### src/rtl/sdram_port_fifo.sv
// Client command queue in front of one port of the multi-port sdram controller.
// Optional watchdog on outstanding commands: define SDRAM_PORT_FIFO_TIMEOUT_EN.
module sdram_port_fifo #(
  parameter int ADDR_WIDTH     = 21,
  parameter int DATA_WIDTH     = 32,
  parameter int DQM_WIDTH      = 4,
  parameter int DEPTH          = 4,
  parameter int TIMEOUT_CYCLES = 4096
) (
  input  logic                  clk,
  input  logic                  reset_n,
  input  logic                  cmd_valid,
  output logic                  cmd_ready,
  input  logic                  cmd_we,
  input  logic [ADDR_WIDTH-1:0] cmd_addr,
  input  logic [DATA_WIDTH-1:0] cmd_data,
  input  logic [DQM_WIDTH-1:0]  cmd_byte_en,
  output logic                  rsp_valid,
  output logic                  rsp_we,
  output logic [DATA_WIDTH-1:0] rsp_data,
  output logic                  rsp_error,
  output logic [ADDR_WIDTH-1:0] port_addr,
  output logic [DATA_WIDTH-1:0] port_data,
  output logic [DQM_WIDTH-1:0]  port_byte_en,
  output logic                  port_wr,
  output logic                  port_rd,
  input  logic                  port_available,
  input  logic                  port_ready,
  input  logic [DATA_WIDTH-1:0] port_q,
  output logic                  busy
);

  localparam int AW = $clog2(DEPTH);
  localparam logic [AW:0] FULL_CNT = (AW+1)'(DEPTH);

  if (DEPTH < 2 || (DEPTH & (DEPTH - 1)) != 0) begin : g_bad_depth
    $error("DEPTH must be a power of 2 and at least 2");
  end
  if (TIMEOUT_CYCLES < 1) begin : g_bad_timeout
    $error("TIMEOUT_CYCLES must be at least 1");
  end

  typedef struct packed {
    logic                  we;
    logic [ADDR_WIDTH-1:0] addr;
    logic [DATA_WIDTH-1:0] data;
    logic [DQM_WIDTH-1:0]  be;
  } cmd_t;

  typedef enum logic [1:0] {IDLE, ISSUE, WAIT} state_t;

  cmd_t          mem [DEPTH];
  cmd_t          head;
  logic [AW-1:0] wr_ptr, rd_ptr;
  logic [AW:0]   count, count_nxt;
  logic          push, pop;
  state_t        state, state_nxt;
  logic          req_q, req_nxt;
  logic          inflight_we;
  logic          load, accept, rsp_fire;
  logic          timeout;

  assign push   = cmd_valid && cmd_ready;
  assign accept = (state == ISSUE) && req_q && port_available;
  assign pop    = accept;
  assign head   = mem[rd_ptr];

  always_comb begin
    count_nxt = count;
    if (push && !pop)      count_nxt = count + (AW+1)'(1);
    else if (!push && pop) count_nxt = count - (AW+1)'(1);
  end

  // cmd_ready is registered from the next count, so a pop never frees a slot
  // for the same cycle.
  always_ff @(posedge clk or negedge reset_n) begin
    if (!reset_n) begin
      wr_ptr    <= '0;
      rd_ptr    <= '0;
      count     <= '0;
      cmd_ready <= 1'b1;
    end else begin
      if (push) wr_ptr <= wr_ptr + AW'(1);
      if (pop)  rd_ptr <= rd_ptr + AW'(1);
      count     <= count_nxt;
      cmd_ready <= (count_nxt != FULL_CNT);
    end
  end

  always_ff @(posedge clk) begin
    if (push) mem[wr_ptr] <= '{we: cmd_we, addr: cmd_addr, data: cmd_data, be: cmd_byte_en};
  end

  // Request is a register raised one cycle after the port bus is loaded, so the
  // address/data are already stable when the controller first sees it.
  always_comb begin
    state_nxt = state;
    req_nxt   = req_q;
    load      = 1'b0;
    rsp_fire  = 1'b0;
    case (state)
      IDLE: begin
        if (count != '0) begin
          state_nxt = ISSUE;
          load      = 1'b1;
        end
      end
      ISSUE: begin
        if (accept) begin
          state_nxt = WAIT;
          req_nxt   = 1'b0;
        end else begin
          req_nxt   = 1'b1;
        end
      end
      WAIT: begin
        if (port_ready || timeout) begin
          state_nxt = IDLE;
          rsp_fire  = 1'b1;
        end
      end
      default: begin
        state_nxt = IDLE;
        req_nxt   = 1'b0;
      end
    endcase
  end

  always_ff @(posedge clk or negedge reset_n) begin
    if (!reset_n) begin
      state        <= IDLE;
      req_q        <= 1'b0;
      inflight_we  <= 1'b0;
      port_addr    <= '0;
      port_data    <= '0;
      port_byte_en <= '0;
      rsp_valid    <= 1'b0;
      rsp_we       <= 1'b0;
      rsp_data     <= '0;
    end else begin
      state     <= state_nxt;
      req_q     <= req_nxt;
      rsp_valid <= rsp_fire;
      if (load) begin
        inflight_we  <= head.we;
        port_addr    <= head.addr;
        port_data    <= head.data;
        port_byte_en <= head.be;
      end
      if (rsp_fire) begin
        rsp_we   <= inflight_we;
        rsp_data <= (inflight_we || timeout) ? '0 : port_q;
      end
    end
  end

  assign port_wr = req_q &&  inflight_we;
  assign port_rd = req_q && !inflight_we;
  assign busy    = (count != '0) || (state != IDLE);

`ifdef SDRAM_PORT_FIFO_TIMEOUT_EN
  localparam int TW = $clog2(TIMEOUT_CYCLES + 1);

  logic [TW-1:0] tmo_cnt;

  // tmo_cnt holds (WAIT cycles elapsed - 1); a late port_ready is dropped
  // because the FSM has already left WAIT.
  assign timeout = (state == WAIT) && !port_ready && (tmo_cnt == TW'(TIMEOUT_CYCLES - 1));

  always_ff @(posedge clk or negedge reset_n) begin
    if (!reset_n) begin
      tmo_cnt   <= '0;
      rsp_error <= 1'b0;
    end else begin
      tmo_cnt   <= (state == WAIT && state_nxt == WAIT) ? tmo_cnt + TW'(1) : '0;
      rsp_error <= timeout;
    end
  end
`else
  assign timeout   = 1'b0;
  assign rsp_error = 1'b0;
`endif

endmodule

### config.mk
export PLATFORM = sky130hd
export DESIGN_NAME = sdram_port_fifo
export DESIGN_NICKNAME = d
export VERILOG_FILES = /design/src/rtl/sdram_port_fifo.sv
export SDC_FILE = /design/constraint.sdc
export NUM_CORES = 1
export LEC_CHECK = 0
export CELL_PAD_IN_SITES_DETAIL_PLACEMENT = 1
export CELL_PAD_IN_SITES_GLOBAL_PLACEMENT = 2
export CORE_MARGIN = 2
export CORE_UTILIZATION = 30
export DETAILED_ROUTE_END_ITERATION = 7
export GPL_TIMING_DRIVEN = 1
export HOLD_SLACK_MARGIN = 0.12
export PLACE_DENSITY = 0.66
export SYNTH_ARGS = -nofsm -noshare
export SYNTH_HDL_FRONTEND = slang
export SYNTH_SLANG_ARGS = --single-unit
### constraint.sdc
create_clock -name clk -period 2.3 [get_ports clk]
set_clock_uncertainty 0.1 [all_clocks]
set_input_delay 0.46 -clock clk [delete_from_list [all_inputs] [get_ports clk]]
set_output_delay 0.46 -clock clk [all_outputs]
set_load 0.02 [all_outputs]
## Word level (Yosys, flattened, before mapping)

Memory sizes are Yosys's and may differ from the RTL's. A register that Yosys moved wholly into a read port is not among the register bits.
Index checks and enable logic that the tools add are counted.

- Bits in registers: 45
- Memories: 1
- Memory bits (writable): 232
- Output and inout bits: 96
- Logic and storage cells: 52
- Bits of input ports: 95

- Muxes and demuxes: 15
- $add $sub $neg: 4
- Equal/unequal tests: 6
- Reduce and logical (&&, ||, !) cells: 17

Memory list:

| memory | depth | bits a word | rd ports | clocked after memory_dff | wr ports | RTL line | text |
|---|---|---|---|---|---|---|---|
| mem | 4 | 58 | 1 | 1 | 1 | 52 | `cmd_t mem [DEPTH];` |

Operators with widths:

| operator | count |
|---|---|
| $mux 32 | 1 |
| $logic_and 1x1->1 | 7 |
| $mux 1 | 7 |
| $mux 2 | 3 |
| $mux 3 | 2 |
| $ne 2x2->1 const B | 3 |
| $pmux 2 s3 | 1 |
| $add 2x1->2 const B | 2 |
| $logic_not 1->1 | 4 |
| $add 3x1->3 const B | 1 |
| $ne 3x3->1 const B | 1 |
| $reduce_and 3->1 | 1 |
| $reduce_bool 3->1 | 1 |
| $sub 3x1->3 const B | 1 |
| $eq 2x1->1 const B | 1 |
| $eq 2x2->1 const B | 1 |
| $logic_not 2->1 | 1 |
| $pmux 1 s2 | 1 |
| $reduce_bool 2->1 | 1 |
| $reduce_or 2->1 | 1 |
| $logic_or 1x1->1 | 1 |

## Depth between registers and ports, before layout

- Depth after elaboration: 7
- Depth in mapped cells: 7
- Gate-level depth less buffers: 6

## Worst setup path before layout

No wires, ideal clock.

- Path kind: reg-to-reg
- Start point: register cmd_ready
- End point: memory mem[1][0] (netlist name), enable pin
- Path slack: -0.307 ns
- Period minus slack after synthesis: 2.607 ns
- Stages on the path, launching flop included: 2
- Library setup time: 0.422 ns
- Data required time: 1.778 ns
- Data arrival time: 2.085 ns
- Buffers on the path: 0
- Path through: dfstp_2 -> and3_1

- Word-level cells in the longest chain between the ends: 3

RTL lines:

| what | RTL line | text |
|---|---|---|
| from (decl) | 13 | `output logic cmd_ready,` |
| from (signal assigned) | 86 | `cmd_ready <= (count_nxt != FULL_CNT);` |
| $logic_and 1x1->1 | 63 | `assign push = cmd_valid && cmd_ready;` |
| $mux 1 | 91 | `if (push) mem[wr_ptr] <= '{we: cmd_we, addr: cmd_addr, data: cmd_data, be: cmd_byte_en};` |
| $mux 1 (implied by the code) | 91 |  |
| to (decl) | 52 |  |

No other way between the ends.

## Worst setup path in the final report

- Start point: register port_data[8] (read register of mem)
- End point: output port_data[8]

RTL lines:

| what | RTL line | text |
|---|---|---|
| from (decl) | 23 | `output logic [DATA_WIDTH-1:0] port_data,` |

No word-level cell between the ends.

==> run summary <==
Share of layout cells above drive strength 1 - 23.0%
Vias in the first global route - 7239
Max VDD drop - 572 uV
Worst Setup End Kind - output port
Aggregate negative setup slack - 0 ps
Final design utilization - 40.3%
Crit-path max FO - 2
# placed instances - 1348
DPL Wire Length - 18200 um
Cell variety after synth - 30
I/O Pins - 191
Worst skew pair latency - 550 ps
Die Y - 209 um
CTS tree - done
Post-synth EDFFs - 232
Chip width - 209 um
Drt wl/cell - 20.3 um
First-pass GRT wire length - 44600 um
Sw Ratio - 30.7%
Cell Pwr Density - 1370 nW/um^2
Type of the worst min-delay path - input port to asynchronous set/reset pin
CP startpoint kind - register
Share of the yosys chip area belonging to registers - 75.9%
CTS Root Cell - clkbuf_16
Actual slew at the worst max-slew pin - 620 ps
Synthesized Nets - 740
Initial DRC Count - 269
Synth Flop Type - edfxtp_1
Crit path DAT - 1600 ps
Top-area cell type share of the netlist area - 55.4%
Initial antenna violation count - 3
Post-route DRC - 0
Comb power frac - 34.5%
Largest net degree at the start of global routing - 100
# rows - 74
Gr usage total - 13.5%
Core area - 41100 um^2
Clock transition at the registers of the reported paths - 60 ps
Final worst-path cycle share - 93.7%
Commonest cells in the netlist - edfxtp_1 (232), dfrtp_1 (102), mux2_2 (59)
Synth area leaders - edfxtp_1 (55%), dfrtp_1 (20%), mux4_2 (10%), mux2_2 (5.3%), nand2b_1 (1.7%)
Final Non-Filler Cells - 1420
Final-report hold violation count - 0
Cells along the critical path - clkdlybuf4s50_1
Crit-path slowest cell - clkdlybuf4s50_1
Mean Syn Cell Area - 19.7 um^2
Final #Nets - 959
Dominant cell type by area after synthesis - edfxtp_1
Post-route ant nets - 0
Total number of vias - 6510
Switching power - 6.97 mW
Num CTS Buffers - 38
DIE AREA - 43600 um^2
Clk pwr share - 26.0%
Leak - 5.87 nW
Post-Syn Instances - 638
Max Cap Viol - 0
Internal power - 15.7 mW
Remaining Overflow, GRT - 0
Cell Area, Synth - 12600 um^2
Layout area overhead - 31.7%
Critical path class - register to output port
RSZ-0062 raised after global routing - false
Synth Warn # - 0
CP bufs+invs - 1
H-tree Lvls - 2
Final min period - 2160 ps
CTS max path bufs - 3
Top delay family on crit path - buffers and inverters
First-pass DRT Iterations - 4
Sequential Power Share - 39.5%
Relative slew slack - 58.7%
Fin. max-slew vios - 0
Post-synthesis async set-or-reset flop share - 30.7%
RePlAce Congestion - 0.673
Total wire length - 28800 um
CTS Sinks - 335
Worst endpoint required time - 1740 ps
FMAX - 464 MHz
# setup viols final - 0
Via density - 4.58
CP max stage delay - 660 ps
Seq cells post-synth - 335
Port Buffer Count - 189
Post-CTS Setup Inserts - 0
Most frequent cell after synthesis - edfxtp_1
Outcome - finished clean
Starting Density - 30.6%
## final timing paths
| kind | start | to | slack, ps | depth (start not counted) |
|---|---|---|---|---|
| max | port_data[8]$_DFFE_PN0P_ | port_data[8] | 140 | 1 |
| min | reset_n | rsp_data[9]$_DFFE_PN0P_ | 190 | 2 |
| max reg2reg | rd_ptr[0]$_DFFE_PN0P_ | port_addr[9]$_DFFE_PN0P_ | 420 | 3 |
| min reg2reg | rsp_data[9]$_DFFE_PN0P_ | rsp_data[9]$_DFFE_PN0P_ | 370 | 2 |
| max in group asynchronous | reset_n | rd_ptr[1]$_DFFE_PN0P_ | 1110 | 3 |
| min in group clk | rsp_data[9]$_DFFE_PN0P_ | rsp_data[9]$_DFFE_PN0P_ | 370 | 2 |
## stage by stage
step	hold WS [ps]	worst slack, ps	power [mW]	cell area, um^2
6_report	187	144	22.7	16500
5_1_grt	171	40.7	24.0	16500
4_1_cts	143	40.0	23.2	16500
3_5_place_dp	172	174	17.2	15300
3_3_place_gp	173	181	17.1	15300
2_1_floorplan	64.4	329	13.7	12600
## kinds of logic after synthesis
| group | after synthesis | synth area share (%) |
|---|---|---|
| buffers and inverters | 38 | 1.74 |
| adders and majority gates | 7 | 0.697 |
| muxes | 118 | 15.8 |
| and+or+nand+nor | 91 | 3.69 |
| xor gates and xnor gates | 5 | 0.348 |
| AOI/OAI and AO/OA | 43 | 1.79 |
| other | 1 | 0.0298 |
| DFF | 335 | 75.9 |
## metal layers
| layer | GRT usage, % | routed length, um |
|---|---|---|
| met1 | 17.6 | 12900 |
| met2 | 21.7 | 13400 |
| met3 | 3.98 | 1910 |
| met4 | 4.33 | 610 |
| met5 | 0 | 25 |
## power by group through the flow
stage	registers [mW]	logic, mW	clock network [mW]
2_1_floorplan	9.76	3.92	0
3_5_place_dp	9.12	8.04	0
3_3_place_gp	9.06	7.99	0
6_report	8.98	7.83	5.90
5_1_grt	9.19	8.48	6.29
4_1_cts	9.02	8.06	6.10
## repair_timing
action                     CTS  global route
pin swaps                    0             0
setup endpoints to repair    4             2
hold endpoints to repair   102             0
hold buffers                 1             0
gates resized for setup      7             3
gates cloned                 0             0
## layout by cell type (no fill, tap or decap), types with 3 or more instances in the layout
cell | Yosys | layout
and3_4 | 0 | 4
buf_12 | 0 | 16
buf_4 | 3 | 5
clkbuf_1 | 11 | 10
clkbuf_16 | 0 | 39
clkbuf_8 | 0 | 6
clkdlybuf4s50_1 | 0 | 183
clkinv_1 | 0 | 5
clkinv_2 | 0 | 3
clkinv_4 | 0 | 3
dfrtp_1 | 102 | 100
dlygate4sd2_1 | 0 | 3
edfxtp_1 | 232 | 232
ha_1 | 7 | 7
inv_1 | 7 | 6
mux2_2 | 59 | 59
mux4_2 | 58 | 58
nand2_1 | 42 | 42
nand2b_1 | 34 | 34
o21ai_0 | 37 | 37
xnor2_1 | 5 | 5
## area by class of cell
class                      instances  area, um^2
antenna                            1        2.50
clock buffer                      55        1100
clock inverter                    15         126
fill                            4040       24600
inverter                           7        26.3
multi-input combinational        265        2840
sequential                       335        9550
tap                              532         666
timing repair buffer             210        2240
## sequential cells by signal, summed over array words and instances, names as in the netlist
register and count:
rd_ptr 2, rsp_data 32, port_addr 21, wr_ptr 2
cmd_ready 1, rsp_we 1, state 2, mem 232
count 3, rsp_valid 1, inflight_we 1, port_byte_en 4
req_q 1, port_data 32
(Power assumes the default switching activity.)
